### src/rtl/spi_arb_pkg.sv
// Shared types and constants for the SPI transaction arbiter.
package spi_arb_pkg;

  typedef enum logic [1:0] {
    IDLE,
    ISSUE,
    WAIT,
    RESP
  } state_t;

  // Read word returned to a requester whose transaction timed out
  localparam logic [15:0] ERR_RESP = 16'hFFFF;

  // Requester indices, also the spi_sel value that routes SS_n
  localparam int REQ_INERT = 0;
  localparam int REQ_A2D   = 1;

endpackage

### src/rtl/spi_arb_if.sv
// Bundle of requester handshakes and SPI-master signals around the arbiter.
interface spi_arb_if;
  logic        req0;
  logic [15:0] cmd0;
  logic        req1;
  logic [15:0] cmd1;
  logic        done0;
  logic        done1;
  logic        err0;
  logic        err1;
  logic [15:0] resp;
  logic [1:0]  gnt;
  logic        spi_wrt;
  logic [15:0] spi_cmd;
  logic        spi_sel;
  logic        spi_done;
  logic [15:0] spi_rd;

  // Arbiter side: serves the requesters and drives the SPI master
  modport slave (
    input  req0, cmd0, req1, cmd1, spi_done, spi_rd,
    output done0, done1, err0, err1, resp, gnt, spi_wrt, spi_cmd, spi_sel
  );

  // Environment side: requesters plus the SPI master
  modport master (
    output req0, cmd0, req1, cmd1, spi_done, spi_rd,
    input  done0, done1, err0, err1, resp, gnt, spi_wrt, spi_cmd, spi_sel
  );
endinterface

### src/rtl/spi_arb_tmr.sv
// Clearable saturating cycle counter; tc flags the last allowed WAIT cycle.
module spi_arb_tmr #(
  parameter int TMO_CYC = 4096
) (
  input  logic clk,
  input  logic rst,
  input  logic clr,
  input  logic en,
  output logic tc
);

  localparam int             TW   = $clog2(TMO_CYC);
  localparam logic [TW-1:0]  LAST = TW'(TMO_CYC - 1);

  logic [TW-1:0] cnt;

  // Count enabled cycles, holding at the terminal value instead of wrapping
  always_ff @(posedge clk or posedge rst) begin
    if (rst) begin
      cnt <= '0;
    end else if (clr) begin
      cnt <= '0;
    end else if (en && (cnt != LAST)) begin
      cnt <= cnt + 1'b1;
    end
  end

  assign tc = (cnt == LAST);

endmodule

### src/rtl/spi_arb.sv
// Two-requester arbiter in front of a single SPI master (inertial vs A2D).
module spi_arb
  import spi_arb_pkg::*;
#(
  parameter int TMO_CYC   = 4096,
  parameter bit FIXED_PRI = 1'b0
) (
  input  logic     clk,
  input  logic     rst,
  spi_arb_if.slave bus
);

  state_t      state;
  state_t      state_nxt;
  logic [1:0]  gnt;
  logic [15:0] spi_cmd;
  logic [15:0] resp;
  logic        spi_sel;
  logic        last;
  logic        tmo;
  logic        any_req;
  logic        win;
  logic        tc;
  logic        tmr_clr;
  logic        tmr_en;
  logic        spi_wrt;
  logic        done0;
  logic        done1;
  logic        err0;
  logic        err1;

  // Pick the winner among the current requests; ties go by priority mode
  always_comb begin
    any_req = bus.req0 | bus.req1;
    win     = 1'(REQ_INERT);
    if (bus.req0 && bus.req1) begin
      win = FIXED_PRI ? 1'(REQ_INERT) : ~last;
    end else if (bus.req1) begin
      win = 1'(REQ_A2D);
    end
  end

  // State register
  always_ff @(posedge clk or posedge rst) begin
    if (rst) begin
      state <= IDLE;
    end else begin
      state <= state_nxt;
    end
  end

  // Next state and per-state strobes
  always_comb begin
    state_nxt = state;
    spi_wrt   = 1'b0;
    done0     = 1'b0;
    done1     = 1'b0;
    err0      = 1'b0;
    err1      = 1'b0;
    tmr_clr   = 1'b0;
    tmr_en    = 1'b0;
    case (state)
      IDLE: begin
        if (any_req) state_nxt = ISSUE;
      end
      ISSUE: begin
        spi_wrt   = 1'b1;
        tmr_clr   = 1'b1;
        state_nxt = WAIT;
      end
      WAIT: begin
        tmr_en = 1'b1;
        if (bus.spi_done || tc) state_nxt = RESP;
      end
      RESP: begin
        done0     = gnt[0];
        done1     = gnt[1];
        err0      = gnt[0] & tmo;
        err1      = gnt[1] & tmo;
        state_nxt = IDLE;
      end
      default: state_nxt = IDLE;
    endcase
  end

  // Grant, command routing, response capture and round-robin pointer
  always_ff @(posedge clk or posedge rst) begin
    if (rst) begin
      gnt     <= '0;
      spi_cmd <= '0;
      spi_sel <= 1'b0;
      resp    <= '0;
      tmo     <= 1'b0;
      last    <= 1'b1;
    end else begin
      case (state)
        IDLE: begin
          if (any_req) begin
            gnt     <= win ? 2'b10 : 2'b01;
            spi_cmd <= win ? bus.cmd1 : bus.cmd0;
            spi_sel <= win;
          end
        end
        ISSUE: begin
          tmo <= 1'b0;
        end
        WAIT: begin
          // A completion in the terminal cycle still counts as success
          if (bus.spi_done) begin
            resp <= bus.spi_rd;
          end else if (tc) begin
            resp <= ERR_RESP;
            tmo  <= 1'b1;
          end
        end
        RESP: begin
          last <= spi_sel;
          gnt  <= '0;
        end
        default: ;
      endcase
    end
  end

  spi_arb_tmr #(
    .TMO_CYC(TMO_CYC)
  ) u_tmr (
    .clk(clk),
    .rst(rst),
    .clr(tmr_clr),
    .en (tmr_en),
    .tc (tc)
  );

  assign bus.gnt     = gnt;
  assign bus.spi_cmd = spi_cmd;
  assign bus.spi_sel = spi_sel;
  assign bus.resp    = resp;
  assign bus.spi_wrt = spi_wrt;
  assign bus.done0   = done0;
  assign bus.done1   = done1;
  assign bus.err0    = err0;
  assign bus.err1    = err1;

endmodule

### src/flat_wrapper.sv
// flat-port wrapper written by rule: the top's interface ports become plain ports
module spi_arb_flat import spi_arb_pkg::*;
#(
  parameter int TMO_CYC   = 4096,
  parameter bit FIXED_PRI = 1'b0
)
  (clk, rst, bus_req0, bus_cmd0, bus_req1, bus_cmd1, bus_spi_done, bus_spi_rd, bus_done0, bus_done1, bus_err0, bus_err1, bus_resp, bus_gnt, bus_spi_wrt, bus_spi_cmd, bus_spi_sel);
  spi_arb_if bus_i ();
  input  logic clk;
  input  logic rst;
  input wire logic [$bits(bus_i.req0)-1:0] bus_req0;
  input wire logic [$bits(bus_i.cmd0)-1:0] bus_cmd0;
  input wire logic [$bits(bus_i.req1)-1:0] bus_req1;
  input wire logic [$bits(bus_i.cmd1)-1:0] bus_cmd1;
  input wire logic [$bits(bus_i.spi_done)-1:0] bus_spi_done;
  input wire logic [$bits(bus_i.spi_rd)-1:0] bus_spi_rd;
  output wire logic [$bits(bus_i.done0)-1:0] bus_done0;
  output wire logic [$bits(bus_i.done1)-1:0] bus_done1;
  output wire logic [$bits(bus_i.err0)-1:0] bus_err0;
  output wire logic [$bits(bus_i.err1)-1:0] bus_err1;
  output wire logic [$bits(bus_i.resp)-1:0] bus_resp;
  output wire logic [$bits(bus_i.gnt)-1:0] bus_gnt;
  output wire logic [$bits(bus_i.spi_wrt)-1:0] bus_spi_wrt;
  output wire logic [$bits(bus_i.spi_cmd)-1:0] bus_spi_cmd;
  output wire logic [$bits(bus_i.spi_sel)-1:0] bus_spi_sel;
  assign bus_i.req0 = bus_req0;
  assign bus_i.cmd0 = bus_cmd0;
  assign bus_i.req1 = bus_req1;
  assign bus_i.cmd1 = bus_cmd1;
  assign bus_i.spi_done = bus_spi_done;
  assign bus_i.spi_rd = bus_spi_rd;
  assign bus_done0 = bus_i.done0;
  assign bus_done1 = bus_i.done1;
  assign bus_err0 = bus_i.err0;
  assign bus_err1 = bus_i.err1;
  assign bus_resp = bus_i.resp;
  assign bus_gnt = bus_i.gnt;
  assign bus_spi_wrt = bus_i.spi_wrt;
  assign bus_spi_cmd = bus_i.spi_cmd;
  assign bus_spi_sel = bus_i.spi_sel;
  spi_arb #(.TMO_CYC(TMO_CYC), .FIXED_PRI(FIXED_PRI)) u_core (.clk(clk), .rst(rst), .bus(bus_i));
endmodule
### config.mk
export PLATFORM = sky130hd
export DESIGN_NAME = spi_arb_flat
export DESIGN_NICKNAME = d
export VERILOG_FILES = /design/src/rtl/spi_arb_pkg.sv /design/src/rtl/spi_arb_if.sv /design/src/rtl/spi_arb_tmr.sv /design/src/rtl/spi_arb.sv /design/src/flat_wrapper.sv
export SDC_FILE = /design/constraint.sdc
export NUM_CORES = 1
export LEC_CHECK = 0
export BUFFER_PORTS_ARGS = -buffer_cell sky130_fd_sc_hd__buf_2
export CELL_PAD_IN_SITES_DETAIL_PLACEMENT = 1
export CELL_PAD_IN_SITES_GLOBAL_PLACEMENT = 1
export CORE_UTILIZATION = 36
export DETAILED_ROUTE_END_ITERATION = 12
export MAX_ROUTING_LAYER = met4
export PLACE_DENSITY_LB_ADDON = 0.12
export SLEW_MARGIN = 0
export SYNTH_ARGS = -nofsm -noshare
export SYNTH_HDL_FRONTEND = slang
export SYNTH_SLANG_ARGS = --single-unit
export TNS_END_PERCENT = 5
### constraint.sdc
create_clock -name clk -period 2.57 [get_ports clk]
set_clock_uncertainty 0.2 [all_clocks]
set_input_delay 0.257 -clock clk [delete_from_list [all_inputs] [get_ports clk]]
set_output_delay 0.257 -clock clk [all_outputs]
set_load 0.02 [all_outputs]
==> run summary <==
Post-Syn Area -> 2340 um2
Final Setup Violations -> 0
# DRC -> 0
Placement row count -> 29
Critical Path Fanout Max -> 9
Syn avg cell area -> 11.6 um2
Power density over the cells -> 1040 nW/um2
WP buf/inv -> 1
Post_cts resized -> 0
First-pass GRT wire length -> 9.43 mm
Clk root buf -> clkbuf_8
Reg2Reg Setup Slack -> 0.35 ns
Placed cells -> 369
Vias in the first global route -> 1955
Die height -> 82.6 um
Clk pwr share -> 0.135
Leakage power -> 1.56 nW
Register Area -> 1280 um2
Post-detailed-route wirelength per cell -> 15.1 um
Number of synthesized register bits -> 51
Largest stage delay on the critical path -> 0.42 ns
Worst Hold Class -> input pin to flip-flop
Final Max Slew Viols -> 0
Later-pin clock latency in the skew report -> 0.30 ns
Post-Syn Instances -> 201
Register share of total power -> 0.397
Ant. Diodes -> 0
Switching pwr -> 1.36 mW
Main synth FF type -> dfrtp_1
RSZ-0062 raised after global routing -> no
Crit Reg-Reg Endpoint -> u_core.u_tmr.cnt[10]$_DFFE_PP0P_
Gr usage total -> 0.189
Area of the multi-input gates -> 1000 um2
CTS Buffer Depth -> 2
Ratio of cells with drive above 1 in the final layout -> 0.364
Synth cell types -> 36
Clock transition at path regs -> 0.10 ns
Fin. Hold Viols -> 0
Worst setup EP type -> flip-flop
Fill count -> 723
Worst slew pin tran -> 0.592 ns
Syn-to-layout area delta -> 35.4%
Starting Density -> 0.371
DRT iter0 DRCs -> 38
Worst Reg-to-Reg Cells -> 6
Slowest cell on the critical path -> dfrtp_1
Die ar. -> 6830 um2
F_max -> 450 MHz
Core Region -> 6310 um2
Postcts setup bufs -> 0
Largest net degree at the start of global routing -> 29
Final ANT Viol Nets -> 0
Startpoint types -> flip-flop
Final nets -> 374
PortBufs -> 92
Async SR Flop Fraction -> 1.00
Setup TNS -> 0 ns
Critical-path cell list -> inv_1 > ha_1 > and4_1 > o211ai_1 > or3_1 > a21oi_1
Final wirelength -> 5.94 mm
# IOs -> 93
CTS Buf Count -> 5
Final period util -> 0.864
Critical Path RT -> 2.59 ns
Syn nets -> 259
Critical setup path kind -> flip-flop to flip-flop
H-tree levels -> 2
Vias per cell -> 5.07
EDFF count, synth -> 0
Family with the most delay on the worst path -> simple AND/OR/NAND/NOR gates
MaxCap Viol Count -> 0
Crit path time final -> 2.22 ns
Number of stages on the worst setup path -> 6
Internal Power -> 1.94 mW
Router iterations before antenna repair -> 4
Initial antenna violation count -> 0
Sw frac -> 0.413
Via Count -> 1992
Grt total ovfl -> 0
Die W -> 82.6 um
Max-Slew Margin vs Limit -> 0.604
VDD IR max -> 0.000503 V
Logic pwr share -> 0.468
Clock Sinks -> 51
Final Instance Count excl. Fillers -> 393
Register area share after synthesis -> 0.546
Critical path endpoint -> u_core.u_tmr.cnt[10]$_DFFE_PP0P_
Critical Path AT -> 2.24 ns
CTS tree -> yes
Half-perimeter wire length after placement -> 4.23 mm
Worst flop-to-flop path startpoint -> u_core.state[0]$_DFFE_PP0P_
Synth warn -> 0
Crit path launch -> u_core.state[0]$_DFFE_PP0P_
Outcome -> completed
Routability cong. -> 0.779
==> power by group through the flow <==
stage	clock network, mW	registers [mW]	logic (mW)
floorplan	0	1.64	0.688
global placement	0	1.31	1.51
detailed placement	0	1.32	1.54
CTS	0.473	1.31	1.57
global route	0.499	1.36	1.71
finish	0.445	1.31	1.54
==> layout make-up <==
class | count | area share
timing repair buffer | 116 | 0.219
inverter | 4 | 0.00474
sequential | 51 | 0.403
multi-input combinational | 138 | 0.316
clock inverter | 2 | 0.00434
tap | 77 | 0.0304
clock buffer | 5 | 0.0217
==> state kept, by name, indices dropped and copies added (netlist names) <==
register,flops
u_core.bus.resp,16
u_core.bus.spi_cmd,16
u_core.u_tmr.cnt,12
u_core.bus.gnt,2
u_core.state,2
u_core.bus.spi_sel,1
u_core.last,1
u_core.tmo,1
==> placed cells by master (no fill, tap or decap), drive strengths merged, types with 4 or more instances in the layout <==
| master | instances |
|---|---|
| a21oi | 5 |
| a22o | 15 |
| and2 | 5 |
| buf | 99 |
| clkbuf | 5 |
| dfrtp | 50 |
| dlygate4sd3 | 17 |
| ha | 5 |
| inv | 4 |
| mux2i | 12 |
| nand2 | 16 |
| nand3 | 4 |
| nor2 | 11 |
| o21ai | 18 |
| o22a | 17 |
| or3 | 5 |
| xor2 | 6 |
==> metal layers <==
metal | global-route usage | vias up | part of all wire
li1 | - | 974 | -
met1 | 0.235 | 952 | 0.45
met2 | 0.303 | 55 | 0.47
met3 | 0.0418 | 11 | 0.065
met4 | 0.0655 | 0 | 0.019
met5 | - | - | 0
==> logic make-up (layout without fill, tap and decap cells) <==
kind of cell,after synthesis,in the layout,synth area share
muxes,14,14,0.0609
DFF,51,51,0.546
adders and majority gates,5,5,0.0267
AOI/OAI and AO/OA,63,63,0.205
and+or+nand+nor,50,50,0.114
buffers and inverters,12,127,0.0257
xor gates and xnor gates,6,6,0.0224
==> per-stage QoR <==
step	setup WS (ns)	hold WS, ns	utilization	instance area [um2]	power, mW
global placement	0.494	0.139	0.462	2920	2.82
global route	0.180	0.0428	0.502	3170	3.57
detailed placement	0.358	0.134	0.462	2920	2.87
floorplan	0.655	0.205	-	2340	2.33
finish	0.350	0.0372	0.502	3170	3.30
CTS	0.361	0.0387	0.502	3170	3.35
==> worst reg2reg max path, delay by kind of cell (launching register included) <==
family | cells | cell delay, ns
AOI/OAI and AO/OA | 2 | 0.34
adders and majority gates | 1 | 0.38
buffers and inverters | 1 | 0.10
DFF | 1 | 0.42
and+or+nand+nor | 2 | 0.71
==> repair_timing <==
item                                    in CTS  in global routing
hold buffers                                17                  0
hold endpoints to repair                    39                  0
endpoints found under the setup margin       0                  0
==> cells in the mapped netlist (2+ instances only) <==
library cell  instances  share of area
a21oi_1               4         0.0086
a22o_1               15          0.056
and2_1                5          0.013
and3_1                2         0.0053
and4_1                2         0.0075
buf_4                 2         0.0064
clkbuf_1              5         0.0080
dfrtp_1              50           0.53
ha_1                  5          0.027
inv_1                 4         0.0064
mux2i_1              12          0.051
nand2_1              16          0.026
nand3_1               4         0.0086
nor2_1               11          0.018
o211ai_1              2         0.0064
o21ai_0              17          0.036
o22a_1               17          0.064
or3_1                 5          0.013
xor2_1                6          0.022
==> worst min path at each step <==
stage / from / end / slack (ns) / depth (start not counted)
CTS: bus_cmd0[13] / u_core.bus.spi_cmd[13]$_DFFE_PP0P_ / 0.04 / 3
floorplan: bus_spi_rd[10] / u_core.bus.resp[10]$_DFFE_PP0P_ / 0.21 / 1
global route: bus_cmd0[12] / u_core.bus.spi_cmd[12]$_DFFE_PP0P_ / 0.04 / 3
detailed placement: rst / u_core.bus.resp[14]$_DFFE_PP0P_ / 0.13 / 2
finish: bus_cmd0[13] / u_core.bus.spi_cmd[13]$_DFFE_PP0P_ / 0.04 / 3
global placement: rst / u_core.bus.resp[14]$_DFFE_PP0P_ / 0.14 / 2
Power figures use the tool's default switching activity.
